==> src/rtl/wheel_pkg.sv <==
// Shared types and constants for the wheel state store and its shadow buffers.
package wheel_pkg;

   localparam int DEF_NUM_NODES      = 4;
   localparam int DEF_POSITION_SIZE  = 17;
   localparam int DEF_VELOCITY_SIZE  = 12;
   localparam int DEF_TIMEOUT_CYCLES = 4096;

   typedef logic signed [DEF_POSITION_SIZE-1:0] pos_t;
   typedef logic signed [DEF_VELOCITY_SIZE-1:0] vel_t;

   typedef enum logic [1:0] {
      IDLE    = 2'd0,
      READY   = 2'd1,
      RUNNING = 2'd2
   } wheel_state_e;

   localparam int ERR_W        = 3;
   localparam int ERR_MISMATCH = 0;
   localparam int ERR_OVERFLOW = 1;
   localparam int ERR_TIMEOUT  = 2;

endpackage

==> src/rtl/wheel_shadow_buffer.sv <==
// Shadow buffer: sequential indexed writes, fill count, overflow flag and a
// parallel view of the contents including the sample written this cycle.
module wheel_shadow_buffer #(
   parameter int DEPTH = 4,
   parameter int WIDTH = 34
) (
   input  logic                          clk_i,
   input  logic                          rst_ni,
   input  logic                          clear_i,
   input  logic                          wr_i,
   input  logic [WIDTH-1:0]              wdata_i,
   output logic [$clog2(DEPTH):0]        cnt_d_o,
   output logic [DEPTH-1:0][WIDTH-1:0]   data_d_o,
   output logic                          ovf_o
);

   localparam int CW = $clog2(DEPTH) + 1;

   logic [CW-1:0]              cnt_q;
   logic [DEPTH-1:0][WIDTH-1:0] data_q;
   logic                       full;

   // Next count/contents; exposed so a same-cycle commit sees the final sample.
   always_comb begin
      full     = (cnt_q == CW'(DEPTH));
      ovf_o    = wr_i && full;
      cnt_d_o  = cnt_q;
      data_d_o = data_q;
      if (wr_i && !full) begin
         cnt_d_o = cnt_q + 1'b1;
         for (int unsigned i = 0; i < DEPTH; i++) begin
            if (cnt_q == CW'(i)) data_d_o[i] = wdata_i;
         end
      end
   end

   // Register the buffer; clear only rewinds the count, stale data is never read.
   always_ff @(posedge clk_i or negedge rst_ni) begin
      if (!rst_ni) begin
         cnt_q  <= '0;
         data_q <= '0;
      end else if (clear_i) begin
         cnt_q  <= '0;
      end else begin
         cnt_q  <= cnt_d_o;
         data_q <= data_d_o;
      end
   end

endmodule

==> src/rtl/wheel_state_store.sv <==
// Committed soft-body wheel state: initial load, step launch, shadow capture of
// update_wheel results and atomic commit with sticky error reporting.
module wheel_state_store
   import wheel_pkg::*;
#(
   parameter int NUM_NODES      = DEF_NUM_NODES,
   parameter int POSITION_SIZE  = DEF_POSITION_SIZE,
   parameter int VELOCITY_SIZE  = DEF_VELOCITY_SIZE,
   parameter int TIMEOUT_CYCLES = DEF_TIMEOUT_CYCLES
) (
   input  logic                                          clk_in,
   input  logic                                          rst_in,
   input  logic                                          load_valid_in,
   input  logic signed [POSITION_SIZE-1:0]               load_x_in,
   input  logic signed [POSITION_SIZE-1:0]               load_y_in,
   input  logic                                          step_in,
   input  logic signed [POSITION_SIZE-1:0]               node_in_x,
   input  logic signed [POSITION_SIZE-1:0]               node_in_y,
   input  logic                                          node_in_valid,
   input  logic signed [VELOCITY_SIZE-1:0]               velocity_in_x,
   input  logic signed [VELOCITY_SIZE-1:0]               velocity_in_y,
   input  logic                                          velocity_in_valid,
   input  logic                                          result_in,
   input  logic                                          clear_err_in,
   output logic [1:0][NUM_NODES-1:0][POSITION_SIZE-1:0]  nodes_out,
   output logic [1:0][NUM_NODES-1:0][VELOCITY_SIZE-1:0]  velocities_out,
   output logic                                          begin_out,
   output logic                                          state_valid_out,
   output logic                                          busy_out,
   output logic [15:0]                                   step_count_out,
   output logic [2:0]                                    error_out
);

   localparam int CW = $clog2(NUM_NODES) + 1;
   localparam int TW = $clog2(TIMEOUT_CYCLES + 1);

   wheel_state_e                                  state_q;
   logic [CW-1:0]                                 load_cnt_q;
   logic [TW-1:0]                                 tmo_q;
   logic                                          pend_q;
   logic                                          begin_q;
   logic                                          valid_q;
   logic                                          busy_q;
   logic [15:0]                                   step_cnt_q;
   logic [ERR_W-1:0]                              err_q;
   logic [1:0][NUM_NODES-1:0][POSITION_SIZE-1:0]  nodes_q;
   logic [1:0][NUM_NODES-1:0][VELOCITY_SIZE-1:0]  vels_q;

   logic                                          running;
   logic                                          node_wr;
   logic                                          vel_wr;
   logic [CW-1:0]                                 node_cnt_d;
   logic [CW-1:0]                                 vel_cnt_d;
   logic                                          node_ovf;
   logic                                          vel_ovf;
   logic [NUM_NODES-1:0][2*POSITION_SIZE-1:0]     node_sh_d;
   logic [NUM_NODES-1:0][2*VELOCITY_SIZE-1:0]     vel_sh_d;
   logic                                          counts_ok;
   logic                                          commit;
   logic                                          tmo_hit;
   logic                                          leave;
   logic                                          pend_d;
   logic                                          launch;
   logic [ERR_W-1:0]                              err_set;

   assign running = (state_q == RUNNING);
   assign node_wr = running && node_in_valid;
   assign vel_wr  = running && velocity_in_valid;

   wheel_shadow_buffer #(
      .DEPTH (NUM_NODES),
      .WIDTH (2*POSITION_SIZE)
   ) u_node_buf (
      .clk_i    (clk_in),
      .rst_ni   (rst_in),
      .clear_i  (launch),
      .wr_i     (node_wr),
      .wdata_i  ({node_in_y, node_in_x}),
      .cnt_d_o  (node_cnt_d),
      .data_d_o (node_sh_d),
      .ovf_o    (node_ovf)
   );

   wheel_shadow_buffer #(
      .DEPTH (NUM_NODES),
      .WIDTH (2*VELOCITY_SIZE)
   ) u_vel_buf (
      .clk_i    (clk_in),
      .rst_ni   (rst_in),
      .clear_i  (launch),
      .wr_i     (vel_wr),
      .wdata_i  ({velocity_in_y, velocity_in_x}),
      .cnt_d_o  (vel_cnt_d),
      .data_d_o (vel_sh_d),
      .ovf_o    (vel_ovf)
   );

   // Step-end decisions; a pending request relaunches straight out of RUNNING.
   always_comb begin
      counts_ok = (node_cnt_d == CW'(NUM_NODES)) && (vel_cnt_d == CW'(NUM_NODES));
      commit    = running && result_in && counts_ok;
      tmo_hit   = running && !result_in && (tmo_q == TW'(TIMEOUT_CYCLES - 1));
      leave     = running && (result_in || tmo_hit);
      pend_d    = pend_q || (running && step_in);
      launch    = ((state_q == READY) && step_in && !load_valid_in) || (leave && pend_d);
      err_set               = '0;
      err_set[ERR_MISMATCH] = running && result_in && !counts_ok;
      err_set[ERR_OVERFLOW] = node_ovf || vel_ovf;
      err_set[ERR_TIMEOUT]  = tmo_hit;
   end

   // Control FSM with registered outputs and committed state arrays.
   always_ff @(posedge clk_in or negedge rst_in) begin
      if (!rst_in) begin
         state_q    <= IDLE;
         load_cnt_q <= '0;
         tmo_q      <= '0;
         pend_q     <= 1'b0;
         begin_q    <= 1'b0;
         valid_q    <= 1'b0;
         busy_q     <= 1'b0;
         step_cnt_q <= '0;
         err_q      <= '0;
         nodes_q    <= '0;
         vels_q     <= '0;
      end else begin
         begin_q <= launch;
         err_q   <= (clear_err_in ? '0 : err_q) | err_set;
         case (state_q)
            IDLE: begin
               if (load_valid_in) begin
                  for (int unsigned i = 0; i < NUM_NODES; i++) begin
                     if (load_cnt_q == CW'(i)) begin
                        nodes_q[0][i] <= load_x_in;
                        nodes_q[1][i] <= load_y_in;
                        vels_q[0][i]  <= '0;
                        vels_q[1][i]  <= '0;
                     end
                  end
                  if (load_cnt_q == CW'(NUM_NODES - 1)) begin
                     load_cnt_q <= '0;
                     state_q    <= READY;
                     valid_q    <= 1'b1;
                  end else begin
                     load_cnt_q <= load_cnt_q + 1'b1;
                  end
               end
            end
            READY: begin
               if (load_valid_in) begin
                  state_q    <= IDLE;
                  valid_q    <= 1'b0;
                  load_cnt_q <= '0;
               end else if (step_in) begin
                  state_q <= RUNNING;
                  busy_q  <= 1'b1;
                  tmo_q   <= '0;
               end
            end
            RUNNING: begin
               tmo_q  <= tmo_q + 1'b1;
               pend_q <= pend_d;
               if (commit) begin
                  for (int unsigned i = 0; i < NUM_NODES; i++) begin
                     nodes_q[0][i] <= node_sh_d[i][POSITION_SIZE-1:0];
                     nodes_q[1][i] <= node_sh_d[i][2*POSITION_SIZE-1:POSITION_SIZE];
                     vels_q[0][i]  <= vel_sh_d[i][VELOCITY_SIZE-1:0];
                     vels_q[1][i]  <= vel_sh_d[i][2*VELOCITY_SIZE-1:VELOCITY_SIZE];
                  end
                  step_cnt_q <= step_cnt_q + 1'b1;
               end
               if (leave) begin
                  pend_q <= 1'b0;
                  tmo_q  <= '0;
                  if (!pend_d) begin
                     state_q <= READY;
                     busy_q  <= 1'b0;
                  end
               end
            end
            default: state_q <= IDLE;
         endcase
      end
   end

   assign nodes_out       = nodes_q;
   assign velocities_out  = vels_q;
   assign begin_out       = begin_q;
   assign state_valid_out = valid_q;
   assign busy_out        = busy_q;
   assign step_count_out  = step_cnt_q;
   assign error_out       = err_q;

endmodule

==> config.mk <==
export PLATFORM = sky130hd
export DESIGN_NAME = wheel_state_store
export DESIGN_NICKNAME = d
export VERILOG_FILES = /design/src/rtl/wheel_pkg.sv /design/src/rtl/wheel_shadow_buffer.sv /design/src/rtl/wheel_state_store.sv
export SDC_FILE = /design/constraint.sdc
export NUM_CORES = 1
export LEC_CHECK = 0
export ABC_AREA = 0
export CORE_ASPECT_RATIO = 0.5
export CORE_MARGIN = 4
export CORE_UTILIZATION = 45
export DETAILED_ROUTE_END_ITERATION = 8
export MAX_ROUTING_LAYER = met4
export PLACE_DENSITY = 0.78
export SLEW_MARGIN = 30
export SYNTH_ARGS = -nofsm -noshare
export SYNTH_HDL_FRONTEND = slang
export SYNTH_HIERARCHICAL = 1
export SYNTH_SLANG_ARGS = --single-unit
==> constraint.sdc <==
create_clock -name clk_in -period 3.4 [get_ports clk_in]
set_input_delay 0.68 -clock clk_in [delete_from_list [all_inputs] [get_ports clk_in]]
set_output_delay 0.68 -clock clk_in [all_outputs]
set_load 0.03 [all_outputs]
==> impl_results.md, run 1 <==
- Share of layout cells above drive strength 1: 27.2%
- FMAX: 311 MHz
- Clock Pin Slew Worst Setup and Hold Paths: 0.07 ns
- Syn Nets: 1,993
- Worst setup slack after layout: 0.189 ns
- Maximum number of pins on one net before global-route repair: 138
- # setup viols final: 0
- Die width: 335 um
- Synth Cell Area: 24,000 um^2
- DRC viols: 0
- Met1 Routed Length: 29,000 um
- Cells after Synth: 1,877
- Critical path data required time: 3.85 ns
- Area contributors post-synth: dfrtp_1 53%, mux2_2 17%, o21ai_0 5.5%, mux2_4 3.1%, a32o_1 3.0%
- Startpoint class of the critical path: flop
- Synth unique cells: 66
- GRT Residual Overflow: 0
- Met2 Routed Length: 35,400 um
- CTS Sinks: 511
- Fraction of registers with async set/reset: 100%
- 1st-iter DRT viols: 1,345
- Vias in the first global route: 18,000
- Worst vdd ir: 0.433 mV
- Number of synthesized flops with an enable pin: 0
- DP Wirelength: 44,900 um
- Yosys reg bits: 511
- Via count: 17,300
- Number of antenna violations at the first check in global routing: 7
- Pre-Repair DR Iteration Count: 6
- Initial core utilization: 45.9%
- Cell taking the most area after synthesis: dfrtp_1
- Highest layer used for signal routing: met4
- Sequential area share after synthesis: 53.3%
- TritonCTS clock tree: yes
- Crit path kind: flop to flop
- Die H: 171 um
- RePlAce Congestion: 0.861
- Setup repair after global routing missed its margin: no
- Reg-to-reg slack, setup: 0.19 ns
- Min-Delay Path Class: input pin to async pin
- Cts hold-fix bufs: 0
- IO Count: 354
- RR Startpoint: tmo_q[0]
- Fillers: 4,080
- CTS root buf: clkbuf_16
- Crit path DAT: 3.67 ns
- Ys flop type: dfrtp_1
- Place WS: 0.0143 ns
- End of the worst register-to-register path: u_node_buf/data_q[129]
- Synthesis warning total: 6
- Cells resized by post-CTS repair: 0
- Via/cell ratio: 5.85
- Setup Buffers After CTS: 0
- Worst Tran Pin Value: 0.996 ns
- WL/cell: 23.7 um
- Footprint of the multi-input gates: 10,400 um^2
- Tcrit/Tclk final: 94.5%
- CTS H-tree depth: 2
- Setup Skew: 0.0259 ns
- Post-route antenna net violation count: 0
- Fin. Hold Viols: 0
- Min Tclk post-route: 3.21 ns
- Area share of the largest cell type after synthesis: 53.3%
- Endpoint class of the critical path: flop
- Die area: 57,300 um^2
- R2R depth: 8
- Num CTS Buffers: 48
- Crit-path max FO: 12
- P per Cell Area: 716 nW/um^2
- Gr usage total: 24.6%
- Pins Over Slew Limit: 0
- Worst skew pair latency: 0.58 ns
- Leak: 0.0139 uW
- PortBufs: 353
- Fin Setup TNS: 0 ns
- Reg area: 12,800 um^2
- Slew Limit Headroom: 33.6%
- Max clock buf depth: 3
- Core Region: 52,300 um^2
- Final WL: 70,100 um
- Nets: 2,329
- Num rows: 59
- Layout area overhead: 26.3%
- Mean post-synth cell area: 12.8 um^2
- Outcome: finished, final reports clean
- First-pass GRT wire length: 108,000 um
- Routed met3 length: 3220 um
- Max-cap violations: 0
==> cells in the final DEF (no fill, tap or decap), types with 5 or more instances in the layout <==
master / instances
dfrtp_1: 509
mux2_2: 366
clkdlybuf4s50_1: 352
o21ai_0: 264
a21oi_1: 114
a32o_1: 73
mux2_1: 51
mux2_4: 50
clkbuf_16: 49
buf_4: 41
nor2b_1: 38
mux2i_1: 34
buf_12: 30
nand2_1: 27
a22o_1: 25
o21ai_1: 19
inv_1: 16
ha_1: 16
xnor2_1: 15
nand3_1: 12
clkinv_2: 12
nand4_1: 9
diode_2: 8
clkbuf_8: 8
bufinv_16: 7
nor2_1: 6
clkbuf_1: 6
nand2_2: 5
==> power breakdown <==
part           switching [uW]  internal, uW  total [uW]
Combinational            4300          3180        7480
Sequential                925          7540        8460
Clock                    2410          3360        5770
Total                    7630         14100       21700
==> cells by family after synthesis <==
kind of cell | synth area share (%)
AO/OA/AOI/OAI | 13.3
XOR/XNOR | 0.620
adder cells (fa/ha/maj) | 0.834
buffers and inverters | 3.46
flip-flops | 53.3
multiplexers | 24.1
AND/OR/NAND/NOR | 4.39
==> flip-flops by register name, summed over array words and instances, names as in the netlist, 13 cells and up <==
signal,count
nodes_out,136
velocities_out,96
step_count_out,16
u_node_buf/data_q,136
tmo_q,13
u_vel_buf/data_q,96
==> area by class of cell <==
class / count / area share (%)
antenna: 8 / 0.0660
sequential: 511 / 42.2
inverter: 16 / 0.198
tap: 701 / 2.89
multi-input combinational: 1212 / 34.4
clock buffer: 63 / 4.48
timing repair buffer: 424 / 14.7
clock inverter: 26 / 1.08
==> how the worst max path moves through the flow <==
stage	start	end	depth (start not counted)
6_report	tmo_q[0]	u_node_buf/data_q[129]	8
4_1_cts	tmo_q[0]	u_vel_buf/data_q[95]	8
3_5_place_dp	velocity_in_valid	nodes_out[16]	9
2_1_floorplan	state_q[1]	step_count_out[8]	12
3_3_place_gp	velocity_in_valid	step_count_out[8]	9
5_1_grt	tmo_q[0]	u_node_buf/data_q[131]	8
==> synthesized netlist by cell type (22+ instances only) <==
master	number
clkbuf_1	68
a21oi_1	114
mux2_1	51
mux2i_1	34
nand2_1	27
buf_2	30
dfrtp_1	511
mux2_2	366
nor2b_1	39
o21ai_0	264
a22o_1	25
a32o_1	73
buf_6	22
mux2_4	50
==> critical path, stage by stage, from the launching register on <==
cell and delay (ns):
dfrtp_1 0.42, ha_1 0.22, nand3_1 0.21, nor4_1 0.55
o21a_1 0.24, o22a_1 0.46, nand3b_4 0.43, buf_4 0.26
mux2_4 0.31
==> per-layer routing <==
metal / vias to the layer above / track usage, %
met3: 144 / 3.14
met4: 0 / 9.16
met2: 549 / 41.2
li1: 7611 / -
met5: - / -
met1: 9024 / 30.9
==> metrics by stage <==
step | cells | hold slack [ns] | utilization [%] | instance area, um^2 | power, uW
floorplan | 1877 | 0.384 | - | 24000 | 12600
global placement | 2864 | 0.461 | 54.7 | 28600 | 15800
detailed placement | 2864 | 0.471 | 54.7 | 28600 | 16000
CTS | 2953 | 0.0964 | 57.9 | 30300 | 21800
global route | 2960 | 0.110 | 57.9 | 30300 | 22700
finish | 2961 | 0.0792 | 57.9 | 30300 | 21700
(Power assumes the default switching activity.)
==> inputs of run 2 (changes only) <==
Settings changed: ABC_AREA 0 to 1, PLACE_DENSITY 0.78 to 0.76.
==> impl_results.md, run 2 <==
- Most frequent cell after synthesis: nand2_1
- Cells resized by post-CTS repair: 0
- Setup repair after global routing missed its margin: no
- Most common cell after layout, fill and taps aside: nand2_1
- Critical path data required time: 3.85 ns
- Most frequent cells in the layout: 1,589 x nand2_1, 511 x dfrtp_1, 418 x inv_1
- Max clock buf depth: 3
- Startpoint class of the critical path: flop
- Pins Over Slew Limit: 0
- Tcrit/Tclk final: 90.5%
- RePlAce Congestion: 1.00
- Yosys reg bits: 511
- Worst skew pair latency: 0.60 ns
- Worst setup slack after layout: 0.322 ns
- Vias in the first global route: 26,500
- Layout area overhead: 22.4%
- Via count: 28,300
- Bufs and invs on worst path: 3
- Die width: 364 um
- Cell taking the most area after synthesis: dfrtp_1
- Slew Limit Headroom: 47.1%
- R2R depth: 13
- Ys flop type: dfrtp_1
- Leak: 0.0184 uW
- Place WS: 0.0577 ns
- Core Region: 61,900 um^2
- Synthesis warning total: 6
- PortBufs: 353
- WL/cell: 19.1 um
- Gr usage total: 29.3%
- Most used cell, CP: nand2_1
- Cells after Synth: 3,976
- Number of antenna violations at the first check in global routing: 4
- Worst vdd ir: 0.744 mV
- Max-cap violations: 0
- Fraction of registers with async set/reset: 100%
- Largest stage delay on the critical path: 0.48 ns
- Sequential area share after synthesis: 44.8%
- Crit path kind: flop to flop
- Synth unique cells: 31
- Final WL: 98,300 um
- CTS Sinks: 511
- Worst path cell trace: inv_2 -> nand2_4 -> nor2_4 -> nand2_1 -> xor2_1 -> inv_1 -> nor2_1 -> nand3_1 -> nand2_8 -> nand2_2 -> buf_4 -> nand2_1 -> o21ai_0
- Worst hold slack: 0.0230 ns
- Util after Layout: 56.4%
- Die area: 67,700 um^2
- # setup viols final: 0
- Die H: 186 um
- IO Count: 354
- Via/cell ratio: 5.50
- DP Wirelength: 67,600 um
- Post-route antenna net violation count: 0
- Crit path DAT: 3.53 ns
- Clock Pin Slew Worst Setup and Hold Paths: 0.07 ns
- Cts hold-fix bufs: 0
- CP Launch Point: state_q[0]
- Area contributors post-synth: dfrtp_1 45%, nand2_1 21%, nand4_1 9.1%, inv_1 5.5%, nand3_1 5.2%
- Top post-synthesis cells by count: 1,592 x nand2_1, 511 x dfrtp_1, 419 x inv_1
- TritonCTS clock tree: yes
- Syn Nets: 4,092
- Reg-to-reg slack, setup: 0.32 ns
- Crit-path max FO: 48
- Initial core utilization: 46.1%
- Nets: 4,387
- Fillers: 5,523
- Share of layout cells above drive strength 1: 6.40%
- Setup Buffers After CTS: 0
- Setup Skew: 0.0227 ns
- Endpoint class of the critical path: flop
- Post-route design area: 34,900 um^2
- Number of synthesized flops with an enable pin: 0
- 1st-iter DRT viols: 3,533
- Min Tclk post-route: 3.08 ns
- FMAX: 325 MHz
- Worst Tran Pin Value: 0.794 ns
- CTS root buf: clkbuf_16
- RR Startpoint: state_q[0]
- First-pass GRT wire length: 152,000 um
- Fin. Hold Viols: 0
- Post-DP Area: 33,300 um^2
- Min-Delay Path Class: input pin to async pin
- Mean post-synth cell area: 7.18 um^2
- DRC viols: 0
- Worst path slowest cell: dfrtp_1
- Fin Setup TNS: 0 ns
- Maximum number of pins on one net before global-route repair: 142
- Synth Cell Area: 28,500 um^2
- Outcome: finished, final reports clean
- P per Cell Area: 1020 nW/um^2
- CTS H-tree depth: 2
- End of the worst register-to-register path: velocities_out[85]
- GRT Residual Overflow: 0
- Num rows: 64
- Pre-Repair DR Iteration Count: 8
- Num CTS Buffers: 49
- CP delay by family, top: simple AND/OR/NAND/NOR gates
- Area share of the largest cell type after synthesis: 44.8%
[run 2: cell count changes after synthesis, sizes merged, moves of 234 or more]
cell / previous run / this run
nand3: 12 / 299
nand2: 33 / 1597
o21ai: 283 / 49
mux2: 467 / 0
nand4: 9 / 413
inv: 16 / 425
[run 2: logic make-up after synthesis]
group                    after synthesis  synth area share, %
adder cells (fa/ha/maj)               16                0.702
flip-flops                           511                 44.8
XOR/XNOR                              13                0.399
buffers and inverters                700                 10.6
AND/OR/NAND/NOR                     2677                 42.4
AO/OA/AOI/OAI                         59                 1.09
[run 2: final cells by class]
class	count	area (um^2)	share of cell area, %
antenna	4	10.0	0.0287
clock buffer	65	1380	3.95
clock inverter	25	265	0.759
inverter	427	1610	4.60
multi-input combinational	2765	12800	36.7
sequential	511	12800	36.6
tap	825	1030	2.96
timing repair buffer	517	5040	14.4
[run 2: metrics by stage]
step,instances,total power (uW)
after global routing,5139,38100
final,5139,35800
after CTS,5135,35600
after global placement,5045,29300
after floorplan,3976,22600
after detailed placement,5045,29800
[run 2: worst reg2reg max path, stage by stage (launching register included)]
cell and delay (ns):
dfrtp_1 0.48, inv_2 0.11, nand2_4 0.24, nor2_4 0.32
nand2_1 0.14, xor2_1 0.19, inv_1 0.06, nor2_1 0.22
nand3_1 0.25, nand2_8 0.28, nand2_2 0.16, buf_4 0.29
nand2_1 0.11, o21ai_0 0.09
[run 2: metal layers]
| metal | GRT usage (%) | share of wire (%) |
|---|---|---|
| met3 | 7.27 | 10 |
| met1 | 39.3 | 41 |
| met5 | - | 0 |
| met4 | 10.1 | 3.8 |
| met2 | 43.4 | 44 |
[run 2: power breakdown]
| group | internal [uW] | leakage (uW) | switching (uW) | total [uW] |
|---|---|---|---|---|
| registers | 8820 | 0.00651 | 1680 | 10500 |
| logic | 6640 | 0.0111 | 12900 | 19500 |
| clock network | 3240 | 0.000813 | 2530 | 5770 |
[run 2: worst max-delay path by stage]
| stage | slack [ns] | to | cells past startpoint |
|---|---|---|---|
| after floorplan | 0.58 | nodes_out[100] | 18 |
| after global placement | 0.09 | nodes_out[103] | 12 |
| after detailed placement | 0.06 | nodes_out[59] | 13 |
| after CTS | 0.38 | velocities_out[85] | 13 |
| after global routing | 0.02 | velocities_out[92] | 13 |
| final | 0.32 | velocities_out[85] | 13 |
==> inputs of run 3 (changes only) <==
Settings changed: SLEW_MARGIN 30 to default.
==> results of run 3 <==
The final DEF is identical to that of run 2; final timing and power are the same.
